<file path="src/rtl/regfile_wb_arbiter.sv">
// Round-robin arbiter for the register file write port. x0 writes are sunk,
// and the winning real write is registered onto rd_* one cycle after acceptance.
module regfile_wb_arbiter #(
  parameter int unsigned NUM_REQ = 3,
  parameter int unsigned CNT_W   = 16
) (
  input  logic                    clk_i,
  input  logic                    rst_i,
  input  logic [NUM_REQ-1:0]      req_valid_i,
  input  logic [NUM_REQ*5-1:0]    req_addr_i,
  input  logic [NUM_REQ*32-1:0]   req_data_i,
  output logic [NUM_REQ-1:0]      req_ready_o,
  input  logic                    stall_i,
  output logic [4:0]              rd_addr_o,
  output logic [31:0]             rd_data_o,
  output logic                    rd_wren_o,
  output logic [CNT_W-1:0]        conflict_cnt_o,
  output logic [2:0]              grant_idx_o
);

  logic [NUM_REQ-1:0] real_req, x0_req, gnt_oh;
  logic [7:0]         real_pad;
  logic [3:0]         num_real;
  logic               gnt_found;
  logic [2:0]         gnt_idx, cand;
  logic [4:0]         gnt_addr;
  logic [31:0]        gnt_data;

  logic [4:0]         rd_addr_q;
  logic [31:0]        rd_data_q;
  logic               rd_wren_q;
  logic [CNT_W-1:0]   cnt_q;
  logic [2:0]         grant_idx_q;

  // Classify requests into real writes and x0 writes.
  always_comb begin
    real_req = '0;
    x0_req   = '0;
    num_real = '0;
    for (int k = 0; k < NUM_REQ; k++) begin
      if (req_valid_i[k]) begin
        if (req_addr_i[5*k +: 5] == 5'd0) x0_req[k] = 1'b1;
        else                               real_req[k] = 1'b1;
      end
      num_real = num_real + 4'(real_req[k]);
    end
  end

  // Search starts just after the last granted index and wraps around.
  always_comb begin
    real_pad  = 8'(real_req);
    gnt_found = 1'b0;
    gnt_idx   = grant_idx_q;
    cand      = '0;
    for (int unsigned i = 1; i <= NUM_REQ; i++) begin
      cand = 3'((32'(grant_idx_q) + i) % NUM_REQ);
      if (!gnt_found && real_pad[cand]) begin
        gnt_found = 1'b1;
        gnt_idx   = cand;
      end
    end
    gnt_found = gnt_found & ~stall_i & ~rst_i;
  end

  always_comb begin
    gnt_oh   = '0;
    gnt_addr = '0;
    gnt_data = '0;
    for (int k = 0; k < NUM_REQ; k++) begin
      gnt_oh[k] = gnt_found && (gnt_idx == 3'(k));
      if (gnt_oh[k]) begin
        gnt_addr = req_addr_i[5*k +: 5];
        gnt_data = req_data_i[32*k +: 32];
      end
    end
    req_ready_o = rst_i ? '0 : (x0_req | gnt_oh);
  end

  always_ff @(posedge clk_i) begin
    if (rst_i) begin
      rd_addr_q   <= '0;
      rd_data_q   <= '0;
      rd_wren_q   <= 1'b0;
      cnt_q       <= '0;
      grant_idx_q <= 3'(NUM_REQ - 1);
    end else begin
      rd_wren_q <= gnt_found;
      if (gnt_found) begin
        rd_addr_q   <= gnt_addr;
        rd_data_q   <= gnt_data;
        grant_idx_q <= gnt_idx;
      end
      if (num_real >= 4'd2 && !stall_i && cnt_q != '1) begin
        cnt_q <= cnt_q + 1'b1;
      end
    end
  end

  assign rd_addr_o      = rd_addr_q;
  assign rd_data_o      = rd_data_q;
  assign rd_wren_o      = rd_wren_q;
  assign conflict_cnt_o = cnt_q;
  assign grant_idx_o    = grant_idx_q;

endmodule

</file>
<file path="config.mk">
export PLATFORM = sky130hd
export DESIGN_NAME = regfile_wb_arbiter
export DESIGN_NICKNAME = d
export VERILOG_FILES = /design/src/rtl/regfile_wb_arbiter.sv
export SDC_FILE = /design/constraint.sdc
export NUM_CORES = 1
export LEC_CHECK = 0
export ABC_AREA = 1
export BUFFER_PORTS_ARGS = -buffer_cell sky130_fd_sc_hd__buf_4
export CAP_MARGIN = 25
export CORE_AREA = 10 10 98 100
export DETAILED_ROUTE_END_ITERATION = 10
export DIE_AREA = 0 0 108 110
export PLACE_DENSITY = 0.85
export SLEW_MARGIN = 20
export SYNTH_ARGS = -nofsm -noshare
export SYNTH_HDL_FRONTEND = slang
export SYNTH_SLANG_ARGS = --single-unit
</file>
<file path="constraint.sdc">
create_clock -name clk_i -period 10.2 [get_ports clk_i]
set_clock_uncertainty 0.15 [all_clocks]
set_input_delay 0.51 -clock clk_i [delete_from_list [all_inputs] [get_ports clk_i]]
set_output_delay 0.51 -clock clk_i [all_outputs]
set_load 0.005 [all_outputs]
</file>
* Yosys cells after proc, flatten, opt, wreduce, memory -nomap -nowiden *
Index checks and enable logic that the tools add are counted.

word-level totals
  bits in registers = 57
  input port bits = 117
  word-level logic and storage cells = 71

cells by class
  add/sub/neg operators = 6
  divide/modulo/power cells = 3
  $lt $le $gt $ge = 4
  equality and inequality tests = 3
  mux-type cells = 31
  bitwise gates (word level) = 5
  reduce and logical (&&, ||, !) cells = 14

operators with widths
  cell                   count
  $mod 32x2->32 const B  3
  $mux 32                3
  $mux 1                 18
  $add 16x1->16 const B  1
  $ne 16x16->1 const B   1
  $logic_not 5->1        3
  $mux 5                 3
  $lt 3x4->1 const B     3
  $mux 3                 4
  $bmux 1 s3             3
  $add 3x2->4 const B    2
  $logic_and 1x1->1      7
  $add 3x1->4 const B    1
  $add 2x1->3            1
  $eq 3x1->1 const B     1
  $eq 3x2->1 const B     1
  $ge 3x2->1 const B     1
  $logic_not 1->1        3
  $logic_not 3->1        1
  $or 3x3->3             1
  $add 1x1->2            1
  $and 1x1->1            2
  $not 1->1              2

* Longest topological paths before layout *
Gate-level depths: netlist (run 1).

  depth after elaboration = 18
  mapped depth = 32
  mapped depth without buffers = 30

* Worst setup path before layout (run 1) *
OpenSTA, ideal clock, no wires.

  path kind = reg2out
  from = register grant_idx_q[0] (netlist: grant_idx_o[0])
  to = output port req_ready_o[2]
  arrival time = 3.386 ns
  path slack = 6.154 ns
  cell stages (with the launch flop) = 27
  cell sequence = dfxtp_1 > buf_4 > inv_1 > ha_1 > ha_1 > inv_1 > nand2_1 > nand2_1 > nand3_1 > nand2_1 > nand2_1 > ha_1 > inv_1 > nand2_1 > inv_1 > nand2_2 > nand2_1 > nand3_1 > nand2_1 > nand2_1 > nor2_2 > nor2_4 > a21oi_4 > buf_4 > buf_2 > nand2_1 > a21oi_1

on the way
  cells in the longest elaborated chain, start to end = 16

RTL lines
  item                          RTL line  source
  start: declaration            33        logic [2:0] grant_idx_q;
  start signal: assignment      85        grant_idx_q <= 3'(NUM_REQ - 1);
  start signal: assignment      91        grant_idx_q <= gnt_idx;
  $add 3x1->4                   56        cand = 3'((32'(grant_idx_q) + i) % NUM_REQ);
  $mod 32x2->32                 56
  $bmux 1 s3                    57        if (!gnt_found && real_pad[cand]) begin
  $mux 1 (not written as such)  57
  $mux 1                        57
  $logic_not 1->1               57
  $logic_and 1x1->1             57
  $mux 1                        57
  $logic_not 1->1               57
  $logic_and 1x1->1             57
  $mux 1                        57
  $and 1x1->1 (2 in a row)      62        gnt_found = gnt_found & ~stall_i & ~rst_i;
  $logic_and 1x1->1 *           70        gnt_oh[k] = gnt_found && (gnt_idx == 3'(k));
  $or 3x3->3 *                  76        req_ready_o = rst_i ? '0 : (x0_req | gnt_oh);
  $mux 3 *                      76
  end: declaration              12        output logic [NUM_REQ-1:0] req_ready_o,

Every way passes the cells marked *; elsewhere a longest branch is shown, timed or not. The select of a mux whose other input is x is not followed.

* Worst setup path in the final report (run 1) *
  from = register grant_idx_q[0] (netlist: grant_idx_o[0])
  to = output port req_ready_o[0]

The elaborated chain is that of the path after synthesis.

==> results.yml, run 1 <==
run_status:
  status: "completed"
clock_network:
  cts.sinks: 57
  htreeDepth: 3
  cts_buffers: 9
  ctsHoldBuffers: 0
  cts_buffer_depth: 2
  clk_latency_ns: 0.34
  post_cts_resized: 0
  path_clk_slew_ns: 0.08
  cts_setup_buffers: 0
  cts_tree: "done"
  cts-root-buf: "clkbuf_8"
route:
  drcViolationCount: 0
  ant_nets: 0
  dr.pass1.iters: 6
  drt-wirelength-per-cell_um: 16.3
  post_drt_via_cell_ratio: 5.47
  drt_iter0_markers: 351
  vias: 4761
  wl_mm: 14.2
global_routing:
  overflow: 0
  grt_pass1_vias: 4541
  track_usage_pct: 21.9
  grt_pass1_wl_mm: 21.5
  antenna_found_initial: 0
  grt_max_degree: 80
logic_synthesis:
  synth_area_leader_cell: "dfxtp_1"
  syn_inst: 597
  syn_area_um2: 3810
  synth.net_count: 734
  synth_cell_types: 31
  avgSynthCellArea_um2: 6.39
  ys_warn_count: 0
  ys_seq_elements: 57
  synth_top_area_share_pct: 29.9
  ys_seq_area_share_pct: 29.9
  synth_area_leaders: "dfxtp_1 30%, nand2_1 18%, nand3_1 15%"
placed_design:
  gp_congestion: 0.918
  postPlaceCellArea_um2: 5160
  dp_hpwl_mm: 10.9
  io_buffer_count: 176
layout:
  num_antenna_cells: 0
  utilization_pct: 70.5
  nets: 900
  fin_area_um2: 5390
  drive_gt1_share_pct: 27.7
  syn2layout_area_growth_pct: 41.3
  n_fill_cell: 620
worst_setup_path:
  crit_top_cell: "nand2_1"
  r2r_setup_slack_ns: 5.10
  end_kind: "output pin"
  rr_endpoint: "rd_data_o[9]"
  reg2regPathDepth: 25
  critPathArrivalTime_ns: 4.86
  critPathKind: "flop to output pin"
  crit_required_ns: 9.54
  r2r_start: "grant_idx_o[0]"
  cp_max_fo: 79
  slowest_delay_ns: 0.63
  start_kind: "flop"
  crit_slowest_cell: "buf_4"
sta:
  rsz0062_at_grt: "no"
  fin_tns_setup_ns: 0
  period_share_pct: 54.1
  setup_viol: 0
  fmax_mhz: 181
  min_period_ns: 5.52
  hold_viol: 0
  slew-limit-headroom_pct: 48.7
  fin_hold_ws_ns: 0.214
  worst_pin_slew_ns: 0.770
  slew_viol_final: 0
min_path:
  min_path_cells: 3
  min-delay-start: "req_data_i[24]"
  holdCritPathClass: "input pin to flop"
  whs_endpoint: "rd_data_o[24]"
floorplanning:
  chipHeight_um: 110
  dieWidth_um: 108
  design.core.area_um2: 7650
  start_util_pct: 49.9
  io_pins: 177
  rows: 32
  die_area_um2: 11900
pwr:
  power.density_nw_per_um2: 416
  power.leakage_nw: 2.61
  peakVddDrop_uv: 660
run:
  drv_cap: 0
worst max-delay path: cells and delay by family (launching register included):
family          cells  cell delay, ns
compound gates      4            0.48
fa+ha+maj           3            0.90
buf+inv             4            1.05
flops               1            0.62
simple gates       14            1.49
cell type report:
| type | instances | area (µm²) | area share (%) |
|---|---|---|---|
| sequential | 57 | 1140 | 21.2 |
| inverter | 59 | 221 | 4.11 |
| timing repair buffer | 181 | 1360 | 25.2 |
| clock buffer | 12 | 155 | 2.88 |
| multi-input combinational | 455 | 2310 | 42.9 |
| tap | 102 | 128 | 2.37 |
| clock inverter | 4 | 73.8 | 1.37 |
per-stage QoR:
step	power, mW	std cells	worst slack [ns]
floorplan	1.59	597	6.15
detailed placement	1.96	854	5.09
global route	2.44	870	4.21
finish	2.24	870	4.68
global placement	1.90	854	5.29
CTS	2.22	870	4.73
cells in the final DEF, fill, tap and decap left out, types with 2 or more instances in the layout:
master	count
xor2_1	2
nand3_1	116
and2_1	2
buf_4	181
nand3_2	3
ha_1	20
nand2_2	5
dfxtp_1	57
nand3b_1	4
bufinv_16	2
o21ai_0	16
a21oi_1	21
clkbuf_8	11
inv_2	2
nor3_1	7
nor2_2	4
nor2_1	21
inv_1	57
nand2_1	179
nand4_1	45
a31oi_1	2
Yosys cell counts (all sizes together):
master and count:
nor2 26, inv 59, clkbuf 5, or3 1
ha 20, dfxtp 57, nor3b 1, nand3b 4
nand3 119, buf 21, xor2 2, a31oi 2
o21a 1, nor3 7, nand2 184, and2 2
nand4 45, o21ai 18, nor4 1, a21oi 22
metal layers:
layer	share of wire (%)	global-route usage, %	vias up
met4	2.3	6.49	0
met3	8.5	7.20	30
met5	0	0	-
met1	39	25.1	2180
met2	50	37.9	212
li1	-	-	2339
worst max path at each step:
| stage | to | from | depth (start not counted) | slack (ns) |
|---|---|---|---|---|
| after floorplan | req_ready_o[2] | grant_idx_o[0] | 26 | 6.15 |
| after global placement | req_ready_o[0] | grant_idx_o[0] | 26 | 5.29 |
| after detailed placement | req_ready_o[0] | grant_idx_o[0] | 25 | 5.09 |
| after CTS | req_ready_o[0] | grant_idx_o[0] | 27 | 4.73 |
| after global routing | req_ready_o[0] | grant_idx_o[2] | 29 | 4.21 |
| final | req_ready_o[0] | grant_idx_o[0] | 25 | 4.68 |
flip-flops by register name (all words and copies together) (netlist names):
register        count
grant_idx_o         3
rd_wren_o           1
rd_data_o          32
rd_addr_o           5
conflict_cnt_o     16
kinds of logic (layout without fill, tap and decap cells):
logic type / Yosys count / in the layout / share of synthesized area (%)
flip-flops: 57 / 57 / 29.9
AO/OA/AOI/OAI: 43 / 43 / 6.17
XOR/XNOR: 2 / 2 / 0.459
buffers and inverters: 85 / 256 / 9.58
AND/OR/NAND/NOR: 390 / 390 / 47.3
adder cells (fa/ha/maj): 20 / 20 / 6.56
power breakdown:
group / leakage, nW / internal, mW / switching [mW]
Combinational: 2.03 / 0.519 / 1.14
Sequential: 0.467 / 0.294 / 0.0355
Clock: 0.117 / 0.152 / 0.0973
Total: 2.61 / 0.965 / 1.28
(Power assumes the default switching activity.)
==> inputs of run 2 (changes only) <==
--- a/config.mk
+++ b/config.mk
@@ -8,10 +8,10 @@
 export ABC_AREA = 1
 export BUFFER_PORTS_ARGS = -buffer_cell sky130_fd_sc_hd__buf_4
 export CAP_MARGIN = 25
-export CORE_AREA = 10 10 98 100
+export CORE_AREA = 10 10 101 103
 export DETAILED_ROUTE_END_ITERATION = 10
-export DIE_AREA = 0 0 108 110
-export PLACE_DENSITY = 0.85
+export DIE_AREA = 0 0 111 113
+export PLACE_DENSITY = 0.8
 export SLEW_MARGIN = 20
 export SYNTH_ARGS = -nofsm -noshare
 export SYNTH_HDL_FRONTEND = slang
==> constraint.sdc (replaced) <==
create_clock -name clk_i -period 5.5 [get_ports clk_i]
set_clock_uncertainty 0.15 [all_clocks]
set_input_delay 0.275 -clock clk_i [delete_from_list [all_inputs] [get_ports clk_i]]
set_output_delay 0.275 -clock clk_i [all_outputs]
set_load 0.005 [all_outputs]
==> run 2 against run 1 <==
Sequential share of layout area shrank 1.2 points. Register-to-register slack lost 4.2 ns. Via count grew 2.9%. Wire length up 4.0%. Critical path depth increased by 2. Die area is 5.6% higher. Power up 87%. Worst setup slack got worse by 4.2 ns. Critical path type unchanged.
==> results.yml, run 2 (synthesized netlist as in run 1, its figures left out) <==
layout:
  n_fill_cell: 645
  utilization_pct: 70.4
  drive_gt1_share_pct: 26.8
  syn2layout_area_growth_pct: 50.0
  layout_commonest_cell: "buf_4"
  nets: 931
  fin_area_um2: 5720
  seqCellArea_um2: 1140
  multi_input_comb_area_um2: 2320
  final_cell_mix: "181 x buf_4, 179 x nand2_1, 116 x nand3_1"
  largest_reg_flops: 32
global_routing:
  antenna_found_initial: 1
  grt_max_degree: 57
  grtUsageMet2_pct: 37.2
  grt-busiest-layer: "met2"
  track_usage_pct: 21.9
  grt_pass1_wl_mm: 23.1
  overflow: 0
  use_met3_pct: 7.66
  met1_usage_pct: 24.5
  grt_pass1_vias: 4722
worst_setup_path:
  start_kind: "flop"
  crit_required_ns: 5.08
  cp_max_fo: 56
  r2r_setup_slack_ns: 0.93
  critPathArrivalTime_ns: 4.58
  end_kind: "output pin"
  critPathKind: "flop to output pin"
floorplanning:
  design.core.area_um2: 8130
  chipHeight_um: 113
  die_area_um2: 12500
  io_pins: 177
  start_util_pct: 46.9
  rows: 33
  dieWidth_um: 111
placed_design:
  gp_congestion: 0.940
  dp_hpwl_mm: 11.0
  postPlaceCellArea_um2: 5180
  io_buffer_count: 176
route:
  drt-wirelength-per-cell_um: 16.3
  drt_iter0_markers: 341
  post_drt_via_cell_ratio: 5.41
  wl_mm: 14.8
  ant_nets: 0
  vias: 4901
  dr.pass1.iters: 5
  drcViolationCount: 0
sta:
  fin_tns_setup_ns: 0
  period_share_pct: 91.0
  hold_viol: 0
  setup_viol: 0
  min_period_ns: 5.00
  worst_pin_slew_ns: 0.543
  slew_viol_final: 0
  rsz0062_at_grt: "no"
  fmax_mhz: 200
  slew-limit-headroom_pct: 63.8
clock_network:
  cts_setup_buffers: 0
  cts-root-buf: "clkbuf_8"
  cts.sinks: 57
  clk_latency_ns: 0.34
  htreeDepth: 3
  cts_tree: "done"
  path_clk_slew_ns: 0.07
  cts_buffer_depth: 2
  cts_buffers: 9
run:
  drv_cap: 0
pwr:
  power.leakage_nw: 2.75
  peakVddDrop_uv: 893
  power.density_nw_per_um2: 732
  total_power_mw: 4.19
run_status:
  status: "completed"
min_path:
  holdCritPathClass: "input pin to flop"
==> run 2: cell count changes in the layout (fill, tap and decap cells not counted), sizes merged <==
cell | previous run | this run
dlygate4sd3 | 0 | 30
diode | 0 | 2
buf | 181 | 182
==> run 2: path summary, 6_finish.rpt <==
path	depth (start not counted)	start	end
min reg2reg	2	rd_data_o[22]	rd_data_o[22]
min	3	req_addr_i[4]	rd_addr_o[4]
max reg2reg	26	grant_idx_o[0]	rd_data_o[7]
max	27	grant_idx_o[2]	req_ready_o[2]
==> run 2: worst max-delay path, stage by stage, from the launching register on <==
cell and delay [ns]:
dfxtp_1 0.60, ha_1 0.35, nand2_1 0.14, inv_2 0.13, nor2_1 0.07, ha_1 0.18
inv_1 0.09, nand2_1 0.07, nand2_1 0.10, nand3_1 0.10, nand2_1 0.07, nand2_1 0.08
ha_1 0.22, inv_1 0.07, nand2_1 0.06, inv_1 0.09, nand2_2 0.09, nand2_1 0.11
nand3_1 0.12, nand2_1 0.08, nand2_1 0.06, nor2_2 0.19, nor2_4 0.07, a21oi_4 0.20
buf_4 0.49, nand2_1 0.10, a21oi_1 0.16, buf_4 0.13
==> run 2: through the flow <==
step / setup slack, ns / hold WS [ns] / cells
floorplan: 1.69 / 0.197 / 597
global placement: 1.07 / 0.311 / 858
finish: 0.496 / 0.0106 / 906
CTS: 0.515 / 0.000297 / 904
detailed placement: 0.847 / 0.315 / 858
global route: 0.0579 / 0.0000478 / 905
==> run 2: area by class of cell <==
type,count,area share (%)
clock inverters,4,1.29
diodes,2,0.0875
well taps,105,2.30
flip-flops and latches,57,19.9
clock buffers,12,2.71
multi-input cells,455,40.5
repair buffers,212,29.3
inverters,59,3.87
==> run 2: what timing repair did <==
action	CTS	global route
resized for setup	0	1
hold buffers	30	0
endpoints found under the hold margin	30	0
setup endpoints to repair	0	1
==> run 2: metal layers <==
metal / vias to the layer above / share of wire, %
met2: 248 / 48
met5: - / 0
li1: 2402 / -
met3: 37 / 9.2
met4: 0 / 3.3
met1: 2214 / 40
==> run 2: where the power goes <==
| part | internal (mW) | switching (mW) |
|---|---|---|
| combinational | 0.995 | 2.13 |
| clock | 0.281 | 0.176 |
| sequential | 0.546 | 0.0661 |
| total | 1.82 | 2.37 |
==> inputs of run 3 (changes only) <==
--- a/config.mk
+++ b/config.mk
@@ -8,10 +8,12 @@
 export ABC_AREA = 1
 export BUFFER_PORTS_ARGS = -buffer_cell sky130_fd_sc_hd__buf_4
 export CAP_MARGIN = 25
-export CORE_AREA = 10 10 101 103
+export CELL_PAD_IN_SITES_DETAIL_PLACEMENT = 1
+export CELL_PAD_IN_SITES_GLOBAL_PLACEMENT = 2
+export CORE_AREA = 10 10 140 142
 export DETAILED_ROUTE_END_ITERATION = 10
-export DIE_AREA = 0 0 111 113
-export PLACE_DENSITY = 0.8
+export DIE_AREA = 0 0 150 152
+export PLACE_DENSITY_LB_ADDON = 0.1
 export SLEW_MARGIN = 20
 export SYNTH_ARGS = -nofsm -noshare
 export SYNTH_HDL_FRONTEND = slang
==> run 3 against run 2 <==
Register-to-register slack lost 0.21 ns. Die area rose by 82%. Highest routed layer unchanged. Via count is 1.2% lower. Count of clock-buffer cells in the layout did not move. Sequential power hardly changed. Global-route usage down 6.4 points. Sequential share of layout area shrank 0.75 points. Largest power group unchanged. Fmax increased by 2.3%. Hold slack better by 0.0012 ns.
==> results.yml, run 3 (synthesized netlist as in run 1, its figures left out) <==
run_status:
  status: "completed"
layout:
  layout_commonest_cell: "buf_4"
  largest_reg_flops: 32
  num_antenna_cells: 0
  final_cell_mix: "182 x buf_4, 179 x nand2_1, 116 x nand3_1"
  drive_gt1_share_pct: 26.6
  syn2layout_area_growth_pct: 55.9
  utilization_pct: 35.1
  finalNonFillerCells: 1026
  fin_area_um2: 5950
  nets: 934
worst_setup_path:
  end_kind: "output pin"
  crit_slowest_cell: "dfxtp_1"
  slowest_delay_ns: 0.64
  start_kind: "flop"
  cp_top_family: "simple AND/OR/NAND/NOR gates"
  path_buf_inv: 5
  crit_top_cell: "nand2_1"
  crit_required_ns: 5.08
  critPathKind: "flop to output pin"
  cp_max_fo: 14
  critPathArrivalTime_ns: 4.47
sta:
  hold_viol: 0
  setup_viol: 0
  setup_ws_ns: 0.607
  fmax_mhz: 204
  slew_viol_final: 0
  min_period_ns: 4.89
  fin_tns_setup_ns: 0
  slew-limit-headroom_pct: 51.1
  fin_hold_ws_ns: 0.0118
  worst_pin_slew_ns: 0.733
  period_share_pct: 89.0
  rsz0062_at_grt: "no"
pwr:
  total_power_mw: 4.43
  power_frac_clock_pct: 13.1
  power_frac_seq_pct: 13.8
  peakVddDrop_uv: 759
  p_switching_mw: 2.53
  power.leakage_nw: 2.79
  power.density_nw_per_um2: 745
  p_comb_share_pct: 73.1
  netSwitchingFraction_pct: 57.1
  p_int_mw: 1.90
clock_network:
  clk_latency_ns: 0.34
  path_clk_slew_ns: 0.06
  cts-root-buf: "clkbuf_16"
  htreeDepth: 3
  cts_tree: "done"
  cts_buffer_depth: 2
  cts.sinks: 57
  cts_setup_buffers: 0
  cts_buffers: 9
global_routing:
  track_usage_pct: 15.5
  grt_pass1_wl_mm: 28.2
  grt_pass1_vias: 5292
  antenna_found_initial: 0
  grt_max_degree: 71
  overflow: 0
route:
  met2_length_mm: 8.71
  routed.top_layer: "met4"
  drcViolationCount: 0
  wl_met1_mm: 7.20
  post_drt_via_cell_ratio: 4.72
  drt_iter0_markers: 206
  met3WireLength_mm: 1.20
  drt-wirelength-per-cell_um: 17.2
  ant_nets: 0
  vias: 4844
  wl_mm: 17.6
  dr.pass1.iters: 4
floorplanning:
  rows: 48
  dieWidth_um: 150
  die_area_um2: 22800
  chipHeight_um: 152
  io_pins: 177
  design.core.area_um2: 16900
  start_util_pct: 22.5
min_path:
  holdCritPathClass: "input pin to flop"
placed_design:
  dp_hpwl_mm: 13.6
  dpl_worst_slack_ns: 0.661
  postPlaceCellArea_um2: 5320
  gp_congestion: 0.777
  dp_cells: 978
  io_buffer_count: 176
run:
  drv_cap: 0
[run 3: changes by cell type in the layout (fill, tap and decap cells not counted), moves of 2 or more]
cell	previous run	this run
diode_2	2	0
dlygate4sd3_1	30	33
clkbuf_16	0	9
clkbuf_8	11	2
[run 3: metal layers]
layer  vias up  track usage, %
li1       2411               -
met1      2293            17.1
met2       110            26.2
met3        30            5.38
met4         0            6.62
met5         -               0
[run 3: power by group through the flow]
stage / clock network, mW / logic [mW] / registers [mW]
after floorplan: 0 / 2.33 / 0.610
after global placement: 0 / 3.17 / 0.615
after detailed placement: 0 / 3.27 / 0.619
after CTS: 0.600 / 3.29 / 0.613
after global routing: 0.614 / 3.67 / 0.624
final: 0.581 / 3.24 / 0.612
[run 3: layout make-up]
cell class	instances	area [µm²]
repair buffers	215	1700
inverters	59	221
clock inverters	3	40.0
multi-input cells	455	2310
flip-flops and latches	57	1140
clock buffers	12	256
well taps	225	282
fillers	2143	11000
[run 3: final timing paths]
check	from	to	slack, ns	cells past startpoint
setup / recovery	grant_idx_o[0]	req_ready_o[0]	0.61	26
hold / removal	req_data_i[0]	rd_data_o[0]	0.01	3
setup reg to reg	grant_idx_o[0]	rd_data_o[11]	0.72	26
hold reg to reg	rd_data_o[23]	rd_data_o[23]	0.33	2
[run 3: timing repair]
item                                   in CTS  in global routing
hold buffers                               33                  0
gates resized for setup                     0                  0
endpoints found under the hold margin      33                  0
[run 3: worst min-delay path, stage by stage]
cell and delay [ns]:
buf_4 0.08, nand2_1 0.05, nand4_1 0.06
